--- config.mk ---
export PLATFORM = sky130hd
export DESIGN_NAME = lfsr_prime_gen
export DESIGN_NICKNAME = d
export VERILOG_FILES = /design/src/rtl/lfsr_prime_gen_pkg.sv /design/src/rtl/lfsr_galois.sv /design/src/rtl/lfsr_prime_gen.sv
export SDC_FILE = /design/constraint.sdc
export NUM_CORES = 1
export LEC_CHECK = 0
export BUFFER_PORTS_ARGS = -buffer_cell sky130_fd_sc_hd__buf_2
export CAP_MARGIN = 30
export CORE_AREA = 2 2 84 118
export DETAILED_ROUTE_END_ITERATION = 8
export DIE_AREA = 0 0 86 120
export GPL_ROUTABILITY_DRIVEN = 0
export SYNTH_ARGS = -nofsm -noshare
export SYNTH_HDL_FRONTEND = slang
export SYNTH_SLANG_ARGS = --single-unit
--- constraint.sdc ---
create_clock -name clk -period 10.58 [get_ports clk]
set_input_delay 0.529 -clock clk [delete_from_list [all_inputs] [get_ports clk]]
set_output_delay 0.529 -clock clk [all_outputs]
set_load 0.02 [all_outputs]
--- src/rtl/lfsr_prime_gen_pkg.sv ---
// Shared types and constants for the LFSR-driven prime source.
// Holds the controller state encoding and the default Galois tap masks for each supported width.
package lfsr_prime_gen_pkg;

  typedef enum logic [2:0] {
    IDLE,
    CHK_BOUND,
    STEP,
    RANGE,
    DIV_TEST,
    DIV_SUB,
    DONE,
    FAIL
  } state_t;

  localparam logic [6:0]  TAPS_W7  = 7'h60;
  localparam logic [7:0]  TAPS_W8  = 8'hB8;
  localparam logic [15:0] TAPS_W16 = 16'hB400;

  // Maximal-length tap masks; unknown widths fall back to the 7-bit mask.
  function automatic logic [15:0] default_taps(input int w);
    case (w)
      8:       return 16'(TAPS_W8);
      16:      return TAPS_W16;
      default: return 16'(TAPS_W7);
    endcase
  endfunction

endpackage

--- src/rtl/lfsr_galois.sv ---
// Galois LFSR with seed load and step enable.
// A zero load value is replaced by 1 so the register can never lock up at zero.
module lfsr_galois #(
  parameter int              WIDTH = 7,
  parameter logic [WIDTH-1:0] TAPS  = 7'h60,
  parameter logic [WIDTH-1:0] SEED  = 7'h01
) (
  input  logic             clk,
  input  logic             rst,
  input  logic             step,
  input  logic             load,
  input  logic [WIDTH-1:0] load_val,
  output logic [WIDTH-1:0] state
);

  logic [WIDTH-1:0] next;

  genvar gi;
  generate
    for (gi = 0; gi < WIDTH - 1; gi++) begin : g_bit
      assign next[gi] = state[gi+1] ^ (state[0] & TAPS[gi]);
    end
  endgenerate
  assign next[WIDTH-1] = state[0] & TAPS[WIDTH-1];

  always_ff @(posedge clk) begin
    if (rst) begin
      state <= SEED;
    end else if (load) begin
      state <= (load_val == '0) ? WIDTH'(1) : load_val;
    end else if (step) begin
      state <= next;
    end
  end

endmodule

--- src/rtl/lfsr_prime_gen.sv ---
// Prime source: walks a Galois LFSR until a value lands in [2, score], then proves it
// prime by trial division using repeated subtraction; fails when the bound or try budget runs out.
module lfsr_prime_gen
  import lfsr_prime_gen_pkg::*;
#(
  parameter int               WIDTH     = 7,
  parameter logic [WIDTH-1:0] TAPS      = WIDTH'(default_taps(WIDTH)),
  parameter logic [WIDTH-1:0] SEED      = WIDTH'(1),
  parameter int               MAX_TRIES = 64
) (
  input  logic             clk,
  input  logic             rst,
  input  logic             enable,
  input  logic [WIDTH-1:0] score,
  input  logic             seed_load,
  input  logic [WIDTH-1:0] seed,
  output logic             busy,
  output logic             valid,
  output logic             fail,
  output logic [WIDTH-1:0] primeNumberOutput
);

  localparam int TW = $clog2(MAX_TRIES + 1);

  state_t           state_reg;
  logic [WIDTH-1:0] limit_reg;
  logic [WIDTH-1:0] cand_reg;
  logic [WIDTH-1:0] d_reg;
  logic [WIDTH-1:0] r_reg;
  logic [TW-1:0]    tries_reg;

  logic [WIDTH-1:0]   lfsr_val;
  logic               step_en;
  logic               load_en;
  logic [2*WIDTH-1:0] d_sq;
  logic               tries_done;

  assign tries_done = (tries_reg == TW'(MAX_TRIES));
  assign step_en    = (state_reg == STEP) && !tries_done;
  assign load_en    = (state_reg == IDLE) && seed_load;
  // Full double-width square so the stop test cannot wrap for large divisors.
  assign d_sq       = {{WIDTH{1'b0}}, d_reg} * {{WIDTH{1'b0}}, d_reg};

  lfsr_galois #(
    .WIDTH (WIDTH),
    .TAPS  (TAPS),
    .SEED  (SEED)
  ) u_lfsr (
    .clk      (clk),
    .rst      (rst),
    .step     (step_en),
    .load     (load_en),
    .load_val (seed),
    .state    (lfsr_val)
  );

  always_ff @(posedge clk) begin
    if (rst) begin
      state_reg         <= IDLE;
      limit_reg         <= '0;
      cand_reg          <= '0;
      d_reg             <= '0;
      r_reg             <= '0;
      tries_reg         <= '0;
      busy              <= 1'b0;
      valid             <= 1'b0;
      fail              <= 1'b0;
      primeNumberOutput <= '0;
    end else begin
      valid <= 1'b0;
      fail  <= 1'b0;
      case (state_reg)
        IDLE: begin
          if (!seed_load && enable) begin
            limit_reg <= score;
            tries_reg <= '0;
            busy      <= 1'b1;
            state_reg <= CHK_BOUND;
          end
        end
        CHK_BOUND: state_reg <= (limit_reg < WIDTH'(2)) ? FAIL : STEP;
        STEP: begin
          if (tries_done) begin
            state_reg <= FAIL;
          end else begin
            tries_reg <= tries_reg + TW'(1);
            state_reg <= RANGE;
          end
        end
        RANGE: begin
          cand_reg <= lfsr_val;
          if (lfsr_val < WIDTH'(2) || lfsr_val > limit_reg) begin
            state_reg <= STEP;
          end else begin
            d_reg     <= WIDTH'(2);
            state_reg <= DIV_TEST;
          end
        end
        DIV_TEST: begin
          if (d_sq > {{WIDTH{1'b0}}, cand_reg}) begin
            state_reg <= DONE;
          end else begin
            r_reg     <= cand_reg;
            state_reg <= DIV_SUB;
          end
        end
        DIV_SUB: begin
          // r reduces to (cand mod d); zero remainder means a divisor was found.
          if (r_reg >= d_reg) begin
            r_reg <= r_reg - d_reg;
          end else if (r_reg == '0) begin
            state_reg <= STEP;
          end else begin
            d_reg     <= d_reg + WIDTH'(1);
            state_reg <= DIV_TEST;
          end
        end
        DONE: begin
          primeNumberOutput <= cand_reg;
          valid             <= 1'b1;
          busy              <= 1'b0;
          state_reg         <= IDLE;
        end
        FAIL: begin
          fail      <= 1'b1;
          busy      <= 1'b0;
          state_reg <= IDLE;
        end
        default: state_reg <= IDLE;
      endcase
    end
  end

endmodule

## Yosys cells after proc, flatten, opt, wreduce, memory -nomap -nowiden

Index checks and enable logic that the tools add are counted.

| storage, ports and cells | value |
|---|---|
| output and inout bits | 10 |
| flip-flop bits (word level) | 55 |
| bits of input ports | 18 |

| cells by class | value |
|---|---|
| $add $sub $neg | 3 |
| bitwise gates (word level) | 1 |
| reduce and logical (&&, ||, !) cells | 21 |
| $mul | 1 |
| mux-type cells | 25 |
| order comparisons | 5 |
| eq/ne operators | 15 |

Operators with widths:

| cell | number |
|---|---|
| $mux 7 | 10 |
| $pmux 7 s2 | 3 |
| $pmux 3 s7 | 1 |
| $mux 3 | 6 |
| $add 7x1->7 const B | 2 |
| $gt 14x7->1 | 1 |
| $logic_not 7->1 | 2 |
| $lt 7x2->1 const B | 2 |
| $mul 7x7->14 | 1 |
| $eq 3x3->1 const B | 4 |
| $ne 2x2->1 const B | 6 |
| $reduce_bool 2->1 | 5 |
| $eq 7x7->1 const B | 1 |
| $ge 7x7->1 | 1 |
| $gt 7x7->1 | 1 |
| $sub 7x7->7 | 1 |
| $eq 3x2->1 const B | 2 |
| $reduce_and 2->1 | 3 |
| $reduce_and 3->1 | 2 |
| $reduce_and 4->1 | 1 |
| $eq 3x1->1 const B | 1 |
| $logic_and 1x1->1 | 3 |
| $logic_not 3->1 | 1 |
| $mux 1 | 3 |
| 7 further kinds | 8 |

## Longest topological paths before layout

Gate-level depths: netlist of run 1.

| logic depth | value |
|---|---|
| depth after elaboration | 5 |
| gate-level depth with buffers | 23 |
| mapped depth without buffers | 22 |

## Modules after synthesis

A second synthesis of run 1 with hierarchy kept.

| second synthesis, totals | value |
|---|---|
| cells, all modules | 542 |
| area, all modules | 4,357.9 µm² |

Modules (own cells, without submodules):

| module | area an instance (µm²) | instances | sequential area each (µm²) | cells an instance |
|---|---|---|---|---|
| lfsr_prime_gen | 4,006.3 | 1 | 960.9 | 506 |
| lfsr_galois | 351.6 | 1 | 140.1 | 36 |

## Least setup slack after synthesis of run 1

Ideal clock, no wire load.

| timing | value |
|---|---|
| path kind | register to register |
| start | reg d_reg[5] |
| end | reg r_reg[3] |
| library setup time | 0.117 ns |
| stages on the path, launching flop included | 24 |
| arrival time | 5.362 ns |
| buffers on the path | 1 |
| slack | 5.100 ns |
| path through | dfxtp_1 clkbuf_1 nand2_1 xor2_1 ha_1 inv_1 fa_1 inv_1 fa_1 inv_1 fa_1 inv_1 ha_1 o21a_1 o31a_1 a21oi_1 ha_1 nor2b_1 a2111oi_4 o2111ai_1 nor4_4 nand3_4 or2_1 a32o_1 |

| on the way | value |
|---|---|
| cells in the longest elaborated chain, start to end | 4 |

RTL lines:

| element | line | source |
|---|---|---|
| start: declaration | lfsr_prime_gen.sv:28 | `logic [WIDTH-1:0] d_reg;` |
| start signal: assignment | lfsr_prime_gen.sv:114 | `d_reg <= d_reg + WIDTH'(1);` |
| $mul 7x7->14 | lfsr_prime_gen.sv:42 | `assign d_sq = {{WIDTH{1'b0}}, d_reg} * {{WIDTH{1'b0}}, d_reg};` |
| $gt 14x7->1 | lfsr_prime_gen.sv:100 | `if (d_sq > {{WIDTH{1'b0}}, cand_reg}) begin` |
| $ne 2x2->1 (no source line) | -- |  |
| $reduce_and 3->1 (no source line) (*) | -- |  |
| end signal: assignment | lfsr_prime_gen.sv:103 | `r_reg <= cand_reg;` |
| end signal: assignment | lfsr_prime_gen.sv:110 | `r_reg <= r_reg - d_reg;` |
| end: declaration | lfsr_prime_gen.sv:29 | `logic [WIDTH-1:0] r_reg;` |

Every way passes the cells marked *; elsewhere a longest branch is shown, timed or not.
A chain may end at the register's enable or synchronous reset.

## Worst setup path in the final report of run 1

| timing | value |
|---|---|
| start | reg d_reg[2] |
| end | reg r_reg[4] |

| on the way | value |
|---|---|
| cells in the longest elaborated chain, start to end | 4 |

RTL lines:

| element | line |
|---|---|
| $mul 7x7->14 | lfsr_prime_gen.sv:42 |
| $gt 14x7->1 | lfsr_prime_gen.sv:100 |
| $ne 2x2->1 (no source line) | -- |
| $reduce_and 3->1 (no source line) | -- |

Parallel ways exist; a longest one is shown, timed or not. The select of a mux whose other input is x is not followed.

==> results of run 1 <==
==> final cells by class <==
cell class	count	area share, %
flip-flops and latches	55	23.4
well taps	110	2.93
repair buffers	28	3.03
inverters	54	4.31
multi-input cells	406	62.9
clock inverters	1	0.638
clock buffers	6	2.74
==> path summary, 6_finish.rpt <==
kind,to,slack [ps],start
max,r_reg[4],4660,d_reg[2]
min,primeNumberOutput[5],450,primeNumberOutput[5]
max reg2reg,r_reg[4],4660,d_reg[2]
min reg2reg,primeNumberOutput[5],450,primeNumberOutput[5]
==> power breakdown <==
part | internal, W | total, W | switching, W
combinational | 0.0000921 | 0.000241 | 0.000148
clock | 0.000111 | 0.000185 | 0.0000739
sequential | 0.000232 | 0.000272 | 0.0000404
total | 0.000435 | 0.000697 | 0.000263
==> metal layers <==
metal / vias to the layer above / track usage (%) / routed length (um)
met4: 0 / 7.24 / 173
met5: - / 0 / 0
li1: 1923 / - / -
met2: 47 / 43.4 / 6120
met1: 1798 / 23.6 / 4360
met3: 12 / 2.48 / 181
==> cell usage in the layout, fill, tap and decap left out, types with 14 or more instances in the layout <==
| cell type | count |
|---|---|
| nor2_1 | 48 |
| a21oi_1 | 34 |
| o21ai_0 | 19 |
| fa_1 | 14 |
| nor3_1 | 21 |
| dfxtp_1 | 55 |
| nand2_1 | 60 |
| inv_1 | 50 |
| ha_1 | 50 |
| nand3_1 | 14 |
| buf_2 | 27 |
| mux2i_1 | 16 |
==> through the flow <==
step	util (%)	power [W]
2_1_floorplan	-	0.000453
5_1_grt	50.6	0.000741
6_report	50.6	0.000697
3_3_place_gp	48.9	0.000511
4_1_cts	50.6	0.000702
3_5_place_dp	48.9	0.000515
==> worst max-delay path, stage by stage, from the launching register on <==
cell       delay [ps]
dfxtp_1           390
clkinv_1          270
nor2_1            240
ha_1              280
xor2_1            180
fa_1              490
inv_1              50
fa_1              500
inv_1              50
fa_1              530
inv_1              40
ha_1              320
o21a_1            140
o31a_1            170
a21oi_1            60
ha_1              300
nor2b_1            70
a2111oi_4         310
o2111ai_1         230
nor4_4            450
nand3_4           160
or2_1             290
a32o_1            280
==> logic make-up after synthesis <==
logic type / count (synthesis) / synth area share [%]
compound gates: 115 / 18.2
xor+xnor: 17 / 3.44
fa+ha+maj: 64 / 20.9
buf+inv: 72 / 6.29
flops: 55 / 25.4
mux: 18 / 4.21
simple gates: 192 / 21.5
==> run_results.csv, run 1 <==
group,metric,value,unit
die,core_region_area,9300,um^2
clocking,clock_latency,290,ps
sta,hold_slack,453,ps
synth,yosysWarnings,0,
setup_path,start_kind,"register",
setup_path,reg2reg_depth,22,
placement,hpwl,8600,um
die,design.die.area,10300,um^2
clocking,cts_buffer_depth,2,
global_routing,grt_max_degree,47,
drt,vias,3780,
die,fp.dieH,120,um
synth,synth_nets,615,
synth,yosysUniqueCellTypes,54,
pwr,vdd_drop_max,101,uV
final_layout,drive_gt1_share,8.36,%
synth,seq_area_frac_synth,25.4,%
hold_path,hp-class,"register to register",
drt,drtAntennaViolNets,0,
drt,drt_first_iter_violations,173,
sta,setup_ws,4660,ps
clocking,hold_buffers,0,
drt,firstDrtPassIters,4,
clocking,post_cts_resized,0,
sta,fin_setup_tns,0,ps
run_status,status,"finished clean",
synth,synth_edf_count,0,
placement,io_buffers,27,
pwr,p_per_area,148,nW/um^2
final_layout,fill_cells,918,
synth,synthTopCellsByArea,"dfxtp_1 25%, ha_1 14%, fa_1 6.5%, nand2_1 5.2%, inv_1 4.3%",
clocking,clock-sinks,55,
hold_path,hold_depth,2,
sta,min_period,5920,ps
sta,slew_violations,0,
sta,fmax,0.169,GHz
pwr,p_leak,2.03,nW
final_layout,ff_latch_area,1100,um^2
global_routing,grtUsageTotal,22.1,%
clocking,cts_tree,"built",
sta,relSlewSlack,33.1,%
global_routing,grt_overflow_total,0,
synth,synth.largest_area_cell,"dfxtp_1",
sta,hold_viol,0,
clocking,postCtsSetupBuffers,0,
drt,wl_per_cell,16.4,um
final_layout,antennaDiodeCount,0,
drt,routed_wl,10800,um
placement,pre_cts_ws,4690,ps
die,pin_count,28,
final_layout,syn2layout_area_growth,8.52,%
placement,dp_cells,653,
clocking,clk_pin_slew,70,ps
placement,placed_area,4540,um^2
job,drv_cap,0,
final_layout,final_cell_count_no_fill,660,
synth,yosys_most_used_dff,"dfxtp_1",
setup_path,crit_type,"register to register",
clocking,cts_max_level,2,
die,die_w,86,um
sta,setup_violations,0,
final_layout,multi_input_area,2960,um^2
clocking,cts_buffers,5,
drt,drc,0,
sta,rsz0062_at_grt,"no",
clocking,root_buffer,"clkbuf_16",
synth,async_flop_share,0,%
setup_path,cp-end-kind,"register",
setup_path,required,10770,ps
sta,timing.final.crit_share,56.0,%
synth,syn_avg_cell_area,8.13,um^2
die,fp-row-count,42,
sta,tightest_slew,1000,ps
drt,viasPerCell,5.73,
die,start_util,46.6,%
global_routing,grt_pass1_wl,18000,um
synth,syn_area,4330,um^2
sta,final.setup_skew,3.83,ps
setup_path,crit_arrival,6110,ps
global_routing,grt_antenna_before_repair,0,
synth,synth_seq_cells,55,
synth,yosysTopAreaCellShare,25.4,%
global_routing,grt_pass1_vias,3804,
synth,yosys.cell_count.top_type,"nand2_1",
final_layout,nets,632,
setup_path,path_max_fanout,9,
final_layout,fin_area,4700,um^2
synth,netlist_instances,533,
synth,synth_commonest_cells,"60 x nand2_1, 55 x dfxtp_1, 50 x ha_1, 50 x inv_1, 48 x nor2_1",
Note: power is estimated with default switching activity, not from simulation.
==> run 2, diff against run 1 <==
- ABC_AREA: default -> 1
- CORE_AREA: 2 2 84 118 -> 2 2 86 121
- DIE_AREA: 0 0 86 120 -> 0 0 88 123
- PLACE_DENSITY: default -> 0.67
- clock period: 10.58 -> 4.75 ns (I/O delays scaled with it)
==> run_results.csv, run 2 <==
group,metric,value,unit
synth,yosysTopAreaCellShare,24.1,%
die,start_util,47.0,%
global_routing,grt_pass1_vias,4079,
global_routing,grt_antenna_before_repair,0,
synth,synth_edf_count,0,
sta,min_period,4450,ps
die,fp-row-count,43,
synth,syn_avg_cell_area,6.82,um^2
clocking,cts_max_level,2,
final_layout,ff_latch_area,1110,um^2
sta,slew_violations,0,
clocking,clock-sinks,55,
final_layout,drive_gt1_share,11.4,%
drt,drtAntennaViolNets,0,
synth,yosysUniqueCellTypes,41,
die,design.die.area,10800,um^2
pwr,p_per_area,398,nW/um^2
sta,tightest_slew,877,ps
synth,synth_top_family_by_area,"simple AND/OR/NAND/NOR gates",
final_layout,multi_input_area,3030,um^2
setup_path,crit_arrival,4640,ps
placement,io_buffers,27,
pwr,total_power,0.00204,W
setup_path,cp-end-kind,"register",
synth,synthMuxAreaShare,0.219,%
drt,routed_wl,11100,um
setup_path,path_max_fanout,8,
synth,yosysWarnings,0,
setup_path,worstPathCellList,"buf_6 -> nand2_1 -> inv_1 -> ha_1 -> xor2_1 -> ha_1 -> ha_1 -> fa_1 -> ha_1 -> nand2_1 -> nand3_2 -> xor2_2 -> ha_1 -> nand2_1 -> o21bai_1 -> nand3_1 -> nand2_1 -> nand2_1 -> nor2_1 -> nor2_1 -> nor2_4 -> nand3_4 -> a21oi_1 -> nor2_1",
clocking,cts_tree,"built",
clocking,clock_latency,290,ps
placement,hpwl,8720,um
global_routing,grt_overflow_total,0,
sta,hold_slack,200,ps
clocking,cts_buffer_depth,2,
setup_path,required,4940,ps
die,pin_count,28,
global_routing,grtUsageTotal,21.1,%
synth,seq_area_frac_synth,24.1,%
die,fp.dieH,123,um
setup_path,crit_family,"adder cells",
sta,setup_ws,296,ps
drt,drc,0,
die,core_region_area,9740,um^2
synth,synth-adder-area-share,19.8,%
job,drv_cap,0,
sta,hold_viol,0,
final_layout,nets,782,
synth,synth_seq_cells,55,
final_layout,layout_commonest_cell,"nand2_1",
die,die_w,88,um
final_layout,syn2layout_area_growth,12.0,%
clocking,clk_pin_slew,70,ps
hold_path,hp-class,"input pin to register",
final_layout,antennaDiodeCount,0,
global_routing,grt_pass1_wl,18100,um
synth,yosys_most_used_dff,"dfxtp_1",
global_routing,grt_max_degree,34,
pwr,p_leak,2.68,nW
drt,drt_first_iter_violations,179,
synth,syn_area,4570,um^2
sta,relSlewSlack,41.1,%
drt,firstDrtPassIters,5,
placement,placed_area,4850,um^2
final_layout,fill_cells,980,
setup_path,crit_type,"register to register",
final_layout,fin_area,5120,um^2
placement,pre_cts_ws,75.8,ps
clocking,cts_buffers,5,
drt,vias,4278,
synth,synth_nets,753,
synth,synthTopCellsByArea,"dfxtp_1 24%, ha_1 14%, nand2_1 12%, inv_1 9.4%, fa_1 6.1%",
sta,fin_setup_tns,0,ps
pwr,vdd_drop_max,398,uV
sta,timing.final.crit_share,93.8,%
synth,synth_commonest_cells,"151 x nand2_1, 115 x inv_1, 62 x nor2_1",
synth,synth.largest_area_cell,"dfxtp_1",
sta,setup_violations,0,
setup_path,crit_slowest_cell,"fa_1",
sta,fmax,0.225,GHz
setup_path,r2r_setup_slack,300,ps
setup_path,crit_buf_inv,2,
setup_path,crit_path_max_incr_delay,460,ps
synth,yosys.cell_count.top_type,"nand2_1",
run_status,status,"finished clean",
synth,synthXorXnorAreaFrac,3.64,%
final_layout,final_cell_mix,"150 x nand2_1, 115 x inv_1, 60 x nor2_1",
drt,wl_per_cell,13.2,um
sta,final.setup_skew,8.12,ps
synth,synth_compound_area_share,12.8,%
synth,netlist_instances,671,
synth,synth-simple-area-share,27.8,%
synth,async_flop_share,0,%
setup_path,start_kind,"register",
drt,viasPerCell,5.12,
clocking,root_buffer,"clkbuf_16",
==> run 2: cell types whose count changed after synthesis, sizes merged, moves of 15 or more <==
cell,change
a21oi,+20
inv,+65
mux2i,-15
nand2,+95
nand3,+20
nor2,+17
o21ai,+20
==> run 2: cells by family (layout without fill, tap and decap cells) <==
kind of cell,Yosys count,in the layout
muxes,1,1
and+or+nand+nor,289,290
AOI/OAI and AO/OA,108,108
adders and majority gates,64,64
DFF,55,55
buffers and inverters,135,163
xor gates and xnor gates,19,19
==> run 2: area by class of cell <==
| class | instances | share of cell area (%) |
|---|---|---|
| multi-input cells | 482 | 59.2 |
| flip-flops and latches | 55 | 21.6 |
| inverters | 116 | 8.50 |
| repair buffers | 40 | 4.62 |
| well taps | 135 | 3.30 |
| clock buffers | 6 | 2.71 |
| clock inverters | 1 | 0.0977 |
==> run 2: power by group <==
part	switching, W	internal (W)	total [W]
clock network	0.000158	0.000206	0.000365
logic	0.000648	0.000388	0.00104
registers	0.0000781	0.000560	0.000638
total	0.000884	0.00115	0.00204
==> run 2: through the flow <==
stage          instances  utilization, %
2_1_floorplan        671               -
3_5_place_dp         823            49.8
3_3_place_gp         823            49.8
4_1_cts              830            51.2
6_report             835            52.6
5_1_grt              835            52.6
==> run 2: routing by layer <==
metal | GRT usage, % | share of wire [%]
met5 | 0 | 0
met4 | 5.96 | 1.8
met3 | 2.34 | 3.5
met2 | 41.8 | 55
met1 | 23.0 | 40
==> run 2: worst paths after layout <==
path	start	end	depth (start not counted)
max	d_reg[1]	r_reg[2]	24
min	score[0]	limit_reg[0]	3
max reg2reg	d_reg[1]	r_reg[2]	24
min reg2reg	busy	busy	2
==> run 2: worst min-delay path, stage by stage <==
cell     delay [ps]
buf_2            70
o21ai_0          70
nor2_1           70
==> run 2: repair_timing <==
| action | 4_1_cts | 5_1_grt |
|---|---|---|
| endpoints found under the hold margin | 0 | 0 |
| hold buffers | 0 | 0 |
| buffers inserted | 0 | 4 |
| resized for setup | 0 | 21 |
| setup endpoints to repair | 0 | 9 |
==> run 3, diff against run 2 <==
- PLACE_DENSITY: 0.67 -> default
- clock period: 4.75 -> 5.2 ns (I/O delays scaled with it)
==> run_results.csv, run 3 (same netlist as run 2, synthesis figures left out) <==
group,metric,value,unit
die,die_w,88,um
placement,pre_cts_ws,366,ps
sta,setup_ws,361,ps
final_layout,nets,773,
setup_path,cp-end-kind,"register",
run_status,status,"finished clean",
clocking,clock_latency,300,ps
global_routing,grtUsageTotal,21.0,%
clocking,postCtsSetupBuffers,0,
setup_path,crit_type,"register to register",
final_layout,syn2layout_area_growth,8.94,%
global_routing,grt_overflow_total,0,
final_layout,drive_gt1_share,8.24,%
sta,final.setup_skew,7.46,ps
hold_path,hp-class,"input pin to register",
clocking,cts_max_level,2,
final_layout,layout_commonest_cell,"nand2_1",
sta,setup_violations,0,
die,pin_count,28,
clocking,cts_tree,"built",
drt,drt_first_iter_violations,99,
drt,viasPerCell,5.04,
setup_path,reg2reg_from,"d_reg[2]",
die,start_util,47.0,%
setup_path,crit_path_start,"d_reg[2]",
drt,drtAntennaViolNets,0,
sta,relSlewSlack,41.6,%
sta,timing.final.crit_share,93.1,%
clocking,clock-sinks,55,
final_layout,final_cell_mix,"151 x nand2_1, 115 x inv_1, 62 x nor2_1",
global_routing,grt_pass1_vias,3947,
clocking,cts_buffers,5,
sta,tightest_slew,875,ps
sta,rsz0062_at_grt,"no",
drt,vias,4168,
clocking,cts_buffer_depth,2,
die,core_region_area,9740,um^2
sta,fmax,0.207,GHz
die,fp-row-count,43,
placement,io_buffers,27,
drt,wl_per_cell,13.2,um
hold_path,hp-start,"seed[3]",
setup_path,crit_arrival,5030,ps
pwr,p_leak,2.61,nW
drt,routed_wl,10900,um
die,design.die.area,10800,um^2
sta,slew_violations,0,
drt,routed-wl-met3,199,um
pwr,total_power,0.00186,W
sta,hold_viol,0,
final_layout,antennaDiodeCount,0,
global_routing,grt_max_degree,34,
pwr,vdd_drop_max,293,uV
sta,fin_setup_tns,0,ps
drt,dr.max_layer_used,"met4",
pwr,p_per_area,374,nW/um^2
sta,min_period,4840,ps
setup_path,path_max_fanout,15,
drt,wl_met1,4380,um
final_layout,fill_cells,996,
drt,dr_wl_met2,6100,um
global_routing,grt_pass1_wl,17900,um
setup_path,required,5390,ps
die,fp.dieH,123,um
setup_path,start_kind,"register",
global_routing,grt_antenna_before_repair,0,
placement,hpwl,8890,um
drt,drc,0,
clocking,hold_buffers,0,
clocking,clk_pin_slew,70,ps
drt,firstDrtPassIters,4,
job,drv_cap,0,
clocking,root_buffer,"clkbuf_16",
==> run 3: stage by stage <==
step	util, %	hold slack (ps)	instance area, um^2	std cells
floorplan	-	427	4570	671
global placement	49.5	473	4820	819
detailed placement	49.5	473	4820	819
CTS	51.1	244	4980	827
global route	51.2	259	4980	827
finish	51.2	244	4980	827
==> run 3: path summary, 6_finish.rpt <==
path / endpoint / slack [ps] / cells after the start
max reg2reg: r_reg[3] / 360 / 21
min reg2reg: busy / 480 / 2
min: u_lfsr.state[3] / 240 / 3
max: r_reg[3] / 360 / 21
==> run 3: final cells by class <==
| cell class | count | area (um^2) | share of cell area, % |
|---|---|---|---|
| multi-input combinational | 481 | 2950 | 59.1 |
| inverter | 116 | 435 | 8.74 |
| sequential | 55 | 1100 | 22.1 |
| timing repair buffer | 32 | 173 | 3.46 |
| clock buffer | 7 | 153 | 3.06 |
| clock inverter | 1 | 7.51 | 0.151 |
| tap | 135 | 169 | 3.39 |
==> run 3: power by group <==
part / switching (W) / internal, W
combinational: 0.000577 / 0.000342
clock: 0.000155 / 0.000205
sequential: 0.0000728 / 0.000511
total: 0.000805 / 0.00106
==> run 3: critical path: stages (launching register included) <==
cell and delay (ps):
dfxtp_1 530, nand2_1 80, inv_1 90, ha_1 250, xor2_1 180, fa_1 480
inv_1 50, fa_1 500, inv_1 50, fa_1 530, inv_1 40, ha_1 350
xor2_1 270, ha_1 300, nand2_1 80, nand2_1 50, nor2_1 90, nor2_1 50
nor2_1 220, nand3_4 230, a21oi_1 230, nor2_1 70
==> run 3: timing repair <==
| action | in CTS | in global routing |
|---|---|---|
| resized for setup | 0 | 1 |
| endpoints found under the setup margin | 0 | 4 |
| hold endpoints to repair | 0 | 0 |
==> run 3: per-layer routing <==
metal / up-vias / global-route usage [%]
met5: - / 0
met4: 0 / 6.25
met3: 12 / 1.47
met2: 53 / 42.6
met1: 1902 / 22.3
li1: 2201 / -
